<file path="src/rtl/imem_fetch.sv">
// imem_fetch: fetch stage for the X/Y-addressed instruction memory.
// Issues credit-checked reads, absorbs 1-cycle read latency, buffers words.
module imem_fetch #(
  parameter int ADDR_BITS = 4,
  parameter int DATA_WIDTH = 32,
  parameter int FIFO_DEPTH = 2,
  parameter logic [2*ADDR_BITS-1:0] RESET_PC = '0
) (
  input  logic                   Clock,
  input  logic                   Reset_n,
  input  logic                   Fetch_en,
  output logic [ADDR_BITS-1:0]   X_addr,
  output logic [ADDR_BITS-1:0]   Y_addr,
  input  logic [DATA_WIDTH-1:0]  Data_out,
  input  logic                   Redirect,
  input  logic [2*ADDR_BITS-1:0] Redirect_pc,
  output logic                   Instr_valid,
  output logic [DATA_WIDTH-1:0]  Instr,
  output logic [2*ADDR_BITS-1:0] Instr_pc,
  input  logic                   Instr_ready
);

  localparam int PCW  = 2 * ADDR_BITS;
  localparam int PTRW = (FIFO_DEPTH > 1) ? $clog2(FIFO_DEPTH) : 1;
  localparam int CNTW = $clog2(FIFO_DEPTH + 1);
  localparam int CRW  = CNTW + 1;
  localparam logic [PTRW-1:0] LAST = PTRW'(FIFO_DEPTH - 1);
  localparam logic [CRW-1:0] DEPTH_C = CRW'(FIFO_DEPTH);

  logic [PCW-1:0]        r_pc;
  logic [PCW-1:0]        r_tag;
  logic                  r_inflight;
  logic                  r_discard;
  logic [DATA_WIDTH-1:0] r_data [FIFO_DEPTH];
  logic [PCW-1:0]        r_ipc  [FIFO_DEPTH];
  logic [PTRW-1:0]       r_rd;
  logic [PTRW-1:0]       r_wr;
  logic [CNTW-1:0]       r_count;

  logic                  w_pop;
  logic                  w_push;
  logic                  w_issue;
  logic [CRW-1:0]        w_credit;

  function automatic logic [PTRW-1:0] f_next(input logic [PTRW-1:0] p);
    return (p == LAST) ? '0 : p + PTRW'(1);
  endfunction

  assign X_addr = r_pc[PCW-1:ADDR_BITS];
  assign Y_addr = r_pc[ADDR_BITS-1:0];

  assign Instr_valid = (r_count != '0);
  assign Instr       = Instr_valid ? r_data[r_rd] : '0;
  assign Instr_pc    = Instr_valid ? r_ipc[r_rd] : '0;

  assign w_pop = Instr_valid & Instr_ready & ~Redirect;

  // Slots already promised: buffered words plus the read still returning.
  assign w_credit = CRW'(r_count) + CRW'(r_inflight) - CRW'(w_pop);
  assign w_issue  = Fetch_en & ~Redirect & (w_credit < DEPTH_C);
  assign w_push   = r_inflight & ~r_discard & ~Redirect;

  always_ff @(posedge Clock or negedge Reset_n) begin
    if (!Reset_n) begin
      r_pc       <= RESET_PC;
      r_tag      <= '0;
      r_inflight <= 1'b0;
      r_discard  <= 1'b0;
    end else if (Redirect) begin
      r_pc       <= Redirect_pc;
      r_discard  <= r_inflight;
      r_inflight <= 1'b0;
    end else begin
      r_inflight <= w_issue;
      r_discard  <= 1'b0;
      if (w_issue) begin
        r_pc  <= r_pc + PCW'(1);
        r_tag <= r_pc;
      end
    end
  end

  always_ff @(posedge Clock) begin
    if (w_push) begin
      r_data[r_wr] <= Data_out;
      r_ipc[r_wr]  <= r_tag;
    end
  end

  always_ff @(posedge Clock or negedge Reset_n) begin
    if (!Reset_n) begin
      r_rd    <= '0;
      r_wr    <= '0;
      r_count <= '0;
    end else if (Redirect) begin
      r_rd    <= '0;
      r_wr    <= '0;
      r_count <= '0;
    end else begin
      if (w_push) r_wr <= f_next(r_wr);
      if (w_pop)  r_rd <= f_next(r_rd);
      case ({w_push, w_pop})
        2'b10:   r_count <= r_count + CNTW'(1);
        2'b01:   r_count <= r_count - CNTW'(1);
        default: r_count <= r_count;
      endcase
    end
  end

endmodule

</file>
<file path="config.mk">
export PLATFORM = sky130hd
export DESIGN_NAME = imem_fetch
export DESIGN_NICKNAME = d
export VERILOG_FILES = /design/src/rtl/imem_fetch.sv
export SDC_FILE = /design/constraint.sdc
export NUM_CORES = 1
export LEC_CHECK = 0
export ABC_AREA = 1
export ABC_CLOCK_PERIOD_IN_PS = 3400
export CAP_MARGIN = 20
export CORE_UTILIZATION = 33
export DETAILED_ROUTE_END_ITERATION = 10
export PLACE_DENSITY = 0.64
export SYNTH_ARGS = -nofsm -noshare
export SYNTH_HDL_FRONTEND = slang
export SYNTH_SLANG_ARGS = --single-unit
</file>
<file path="constraint.sdc">
create_clock -name Clock -period 3.4 [get_ports Clock]
set_clock_uncertainty 0.05 [all_clocks]
set_input_delay 0.51 -clock Clock [delete_from_list [all_inputs] [get_ports Clock]]
set_output_delay 0.51 -clock Clock [all_outputs]
set_load 0.05 [all_outputs]
</file>
# Word level (Yosys, flattened, before mapping)
# Memory sizes are Yosys's and may differ from the RTL's.
# Cells that the tools add are included.
# word_totals
ff_bits,22
latch_bits,0
ram_bits,80
rom_bits,0
in_bits,45
output_inout_bits,49
word_cells,49
mem_count,2
# op_classes
addsub,7
multipliers,0
div,0
n_lt_le_gt_ge,1
eq_ne,2
n_shift,0
muxes,16
bitwise,8
n_reduce_logical,6
# memory_table
name,depth,width,read_ports,rd_ports_with_merged_regs,wr,line,source
r_data,2,32,1,0,1,34,logic [DATA_WIDTH-1:0] r_data [FIFO_DEPTH];
r_ipc,2,8,1,0,1,35,logic [PCW-1:0] r_ipc [FIFO_DEPTH];
# op_table
cell,count
$mux W32,1
$mux W8,3
$mux W1,10
$add A8 B1 Y8 const B,1
$reduce_bool A2 Y1,4
$and A1 B1 Y1,6
$pmux W2 S2,1
$add A2 B1 Y3,1
$lt A3 B2 Y1 const B,1
$reduce_bool A3 Y1,1
$sub A3 B1 Y3,1
$add A1 B1 Y1 const B,2
$add A2 B1 Y2 const B,1
$eq A2 B1 Y1 const B,1
$eq A2 B2 Y1 const B,1
$mux W2,1
$not A1 Y1,2
$reduce_and A2 Y1,1
$sub A2 B1 Y2 const B,1

# Depth between registers and ports, before layout
# logic_depth
depth_word,8
ltp_mapped,13
depth_no_buf,13

# Least setup slack after synthesis
# OpenSTA, ideal clock, no wires.
# synth_path
path_type,input-to-reg
startpoint,in Redirect
endpoint,mem r_data[0][0] (enable)
setup_time_ns,0.437
t_arrival_ns,2.399
t_required_ns,2.913
slack_ns,0.514
cell_stages,3
path_buffers,0
cell_sequence,inv_2 -> nand3_1 -> nor2_1
# synth_via
elab_chain_cells,4
# synth_lines
item,line,source
"start, declared",15,"input logic Redirect,"
$not A1 Y1 (no line),--,
$and A1 B1 Y1,61,assign w_push = r_inflight & ~r_discard & ~Redirect;
$mux W1,84,if (w_push) begin
$mux W1 (implied by the code),85,r_data[r_wr] <= Data_out;
"end, declared",34,
# Every way passes these cells.

# Worst setup path after layout
# layout_path
startpoint,in Redirect
endpoint,reg r_pc[0]
# layout_via
elab_chain_cells,6
elab_cells_between_ends,8
# layout_lines
item,line,source
$not A1 Y1 (no line),--,
$and A1 B1 Y1,56,assign w_pop = Instr_valid & Instr_ready & ~Redirect;
$sub A3 B1 Y3,59,assign w_credit = CRW'(r_count) + CRW'(r_inflight) - CRW'(w_pop);
$lt A3 B2 Y1,60,assign w_issue = Fetch_en & ~Redirect & (w_credit < DEPTH_C);
$and A1 B1 Y1,60,
$reduce_bool A2 Y1 (no line),--,
"end signal, assigned",70,r_pc <= Redirect_pc;
"end signal, assigned",77,r_pc <= r_pc + PCW'(1);
"end, declared",30,logic [PCW-1:0] r_pc;
# Several ways; a longest one is shown, not always the timed one.
# A chain may end at the register's enable or synchronous reset.

==> summary.md <==
| Metric | Value |
|---|---|
| Status | `finished clean` |
| Clock period minus worst slack | `2.71 ns` |
| First-pass GRT wire length | `13700 um` |
| Critical Path Start Type | `input pin` |
| CTS max path bufs | `2` |
| Clk sink count | `102` |
| Worst-margin pin slew | `0.841 ns` |
| Core area | `0.0126 mm2` |
| Die footprint | `0.0133 mm2` |
| Placed Area | `0.00528 mm2` |
| Drt initial violations | `164` |
| Synth-to-layout area growth | `32.1%` |
| Root Driver | `clkbuf_16` |
| Drc violations | `0` |
| P per Cell Area | `869 mW/mm2` |
| Vias | `2859` |
| Number of global-route vias before repair | `2858` |
| Largest net degree at the start of global routing | `42` |
| Clock-pin slew on the worst setup and hold paths | `0.06 ns` |
| Initial antenna violation count | `0` |
| I/O Buffers | `93` |
| I/O pin count | `94` |
| Final Wtd Congestion | `0.835` |
| Max H-tree Level | `3` |
| Synth top area share | `56.7%` |
| Final ANT Viol Nets | `0` |
| TritonCTS buffer count | `9` |
| Routed wire per std cell | `13.5 um` |
| Unrepaired setup endpoints after global routing | `no` |
| Crit Path Max Fanout | `12` |
| ANT cells | `0` |
| Syn_nets | `414` |
| Final Max Slew Viols | `0` |
| # nets final | `509` |
| Flops & latches, synth | `102` |
| Share of cells above drive strength 1 | `18.7%` |
| Primary FF master, synth | `edfxtp_1` |
| WP data required | `3.58 ns` |
| Worst skew pair latency | `0.33 ns` |
| Part of the cycle the worst path needs | `79.8%` |
| Setup Buffers After CTS | `0` |
| DP Wirelength | `5600 um` |
| Number of iterations in the first detailed-routing pass | `5` |
| Hold WS | `0.426 ns` |
| Sequential fraction of the synthesis area | `69.7%` |
| Worst setup EP type | `flip-flop` |
| Vias/cell | `4.48` |
| Initial Util | `33.7%` |
| Num rows | `41` |
| Fillers | `1184` |
| Post-cts resize count | `0` |
| Final Instance Area | `0.00559 mm2` |
| Min-delay worst type | `reg2reg` |
| Synth area leaders | `edfxtp_1 (57%), dfrtp_1 (13%), nand2_1 (12%)` |
| Synth async-reset ratio | `21.6%` |
| Total negative slack | `0 ns` |
| Die Y | `115 um` |
| Final hold vios | `0` |
| GRT Total Usage | `13.8%` |
| Slew headroom | `43.8%` |
| Cell Area, Synth | `0.00424 mm2` |
| Critical path class | `in2reg` |
| Total Wirelength | `8630 um` |
| Total gr overflow | `0` |
| Worst IR Drop VDD | `0.339 mV` |
| Top-count cell post-synth | `nand2_1` |
| Commonest cells in the netlist | `nand2_1 (130), edfxtp_1 (80), a21oi_1 (41)` |
| CP arrival | `2.89 ns` |
| Synth area leader | `edfxtp_1` |
| Post-synth cell types | `26` |
| Die width | `115 um` |
| Synthesis Warnings | `0` |
| Syn Inst Count | `366` |
| Synth Area per Inst | `11.6 um2` |
| EDFF count, synth | `80` |
| Final Setup Violations | `0` |
| Lkg Pwr | `2.23 nW` |
| Max Clk Rate | `368 MHz` |
| Hold-fix buffers, CTS | `0` |
| Max-cap violations | `0` |
| CTS tree | `built` |
==> state kept, by name, indices dropped and copies added, names as in the netlist <==
name and flops:
r_data 64, r_ipc 16, r_pc 8, r_tag 8, r_count 2, r_discard 1, r_inflight 1, r_rd 1
r_wr 1
==> worst paths after layout <==
| check | from | endpoint | slack [ns] | cells after the start |
|---|---|---|---|---|
| setup / recovery | Redirect | r_pc[0]$_DFFE_PN0P_ | 0.69 | 13 |
| hold / removal | r_tag[3]$_DFFE_PN0P_ | r_ipc[0][3]$_DFFE_PP_ | 0.43 | 0 |
| setup reg to reg | r_count[1]$_DFFE_PN0P_ | r_pc[0]$_DFFE_PN0P_ | 0.77 | 13 |
| max in group asynchronous | Reset_n | r_wr$_DFFE_PN0P_ | 2.44 | 2 |
| hold reg to reg | r_tag[3]$_DFFE_PN0P_ | r_ipc[0][3]$_DFFE_PP_ | 0.43 | 0 |
| min in group asynchronous | Reset_n | r_pc[5]$_DFFE_PN0P_ | 0.44 | 1 |
==> cells in the final DEF, fill, tap and decap left out, types with 3 or more instances in the layout <==
master	count
nand3_2	6
nor2_4	5
o21ai_0	3
nor2_1	4
nand3_1	18
clkbuf_1	3
dfrtp_1	22
o21ai_2	5
inv_1	15
edfxtp_1	80
nand2_1	130
buf_4	45
a21oi_1	41
clkdlybuf4s50_1	53
clkbuf_16	9
nand2_2	5
==> metal layers <==
layer  share of wire [%]  global-route usage [%]
met1                  46                    17.3
met2                  47                    22.7
met3                 5.1                    2.85
met4                 1.4                    6.75
met5                   0                       0
==> metrics by stage <==
stage                     total power (W)  setup WS (ns)  cells  util [%]
after detailed placement          0.00392          0.326    621      42.0
final                             0.00486          0.686    638      44.5
after global routing              0.00513          0.566    638      44.5
after global placement            0.00390          0.382    621      42.0
after CTS                         0.00492          0.691    637      44.3
after floorplan                   0.00325          0.514    366         -
==> where the power goes <==
group / switching [W] / internal (W)
registers: 0.000133 / 0.00155
logic: 0.00156 / 0.000632
clock network: 0.000417 / 0.000569
==> cell type report <==
| type | instances | area, um2 | share of cell area, % |
|---|---|---|---|
| Sequential cell | 102 | 2950 | 52.8 |
| Multi-Input combinational cell | 230 | 1140 | 20.4 |
| Timing Repair Buffer | 101 | 936 | 16.7 |
| Clock buffer | 12 | 236 | 4.23 |
| Tap cell | 172 | 215 | 3.85 |
| Inverter | 17 | 63.8 | 1.14 |
| Clock inverter | 4 | 47.5 | 0.850 |
==> worst max-delay path, cell delays in order <==
cell	delay, ns
clkdlybuf4s50_1	0.49
inv_2	0.09
nand3_1	0.11
inv_1	0.05
ha_1	0.26
inv_1	0.05
nand2_1	0.07
fa_1	0.53
nand3_2	0.11
nor2_4	0.35
nand2_1	0.12
nand3_1	0.10
nand2_1	0.05
==> cells by family after synthesis <==
| group | count (synthesis) | share of synthesized area, % |
|---|---|---|
| AOI/OAI and AO/OA | 50 | 6.35 |
| xor gates and xnor gates | 2 | 0.414 |
| adders and majority gates | 3 | 1.06 |
| buffers and inverters | 34 | 3.81 |
| DFF | 102 | 69.7 |
| and+or+nand+nor | 175 | 18.6 |
No activity file was read; power rests on OpenSTA's default activity.
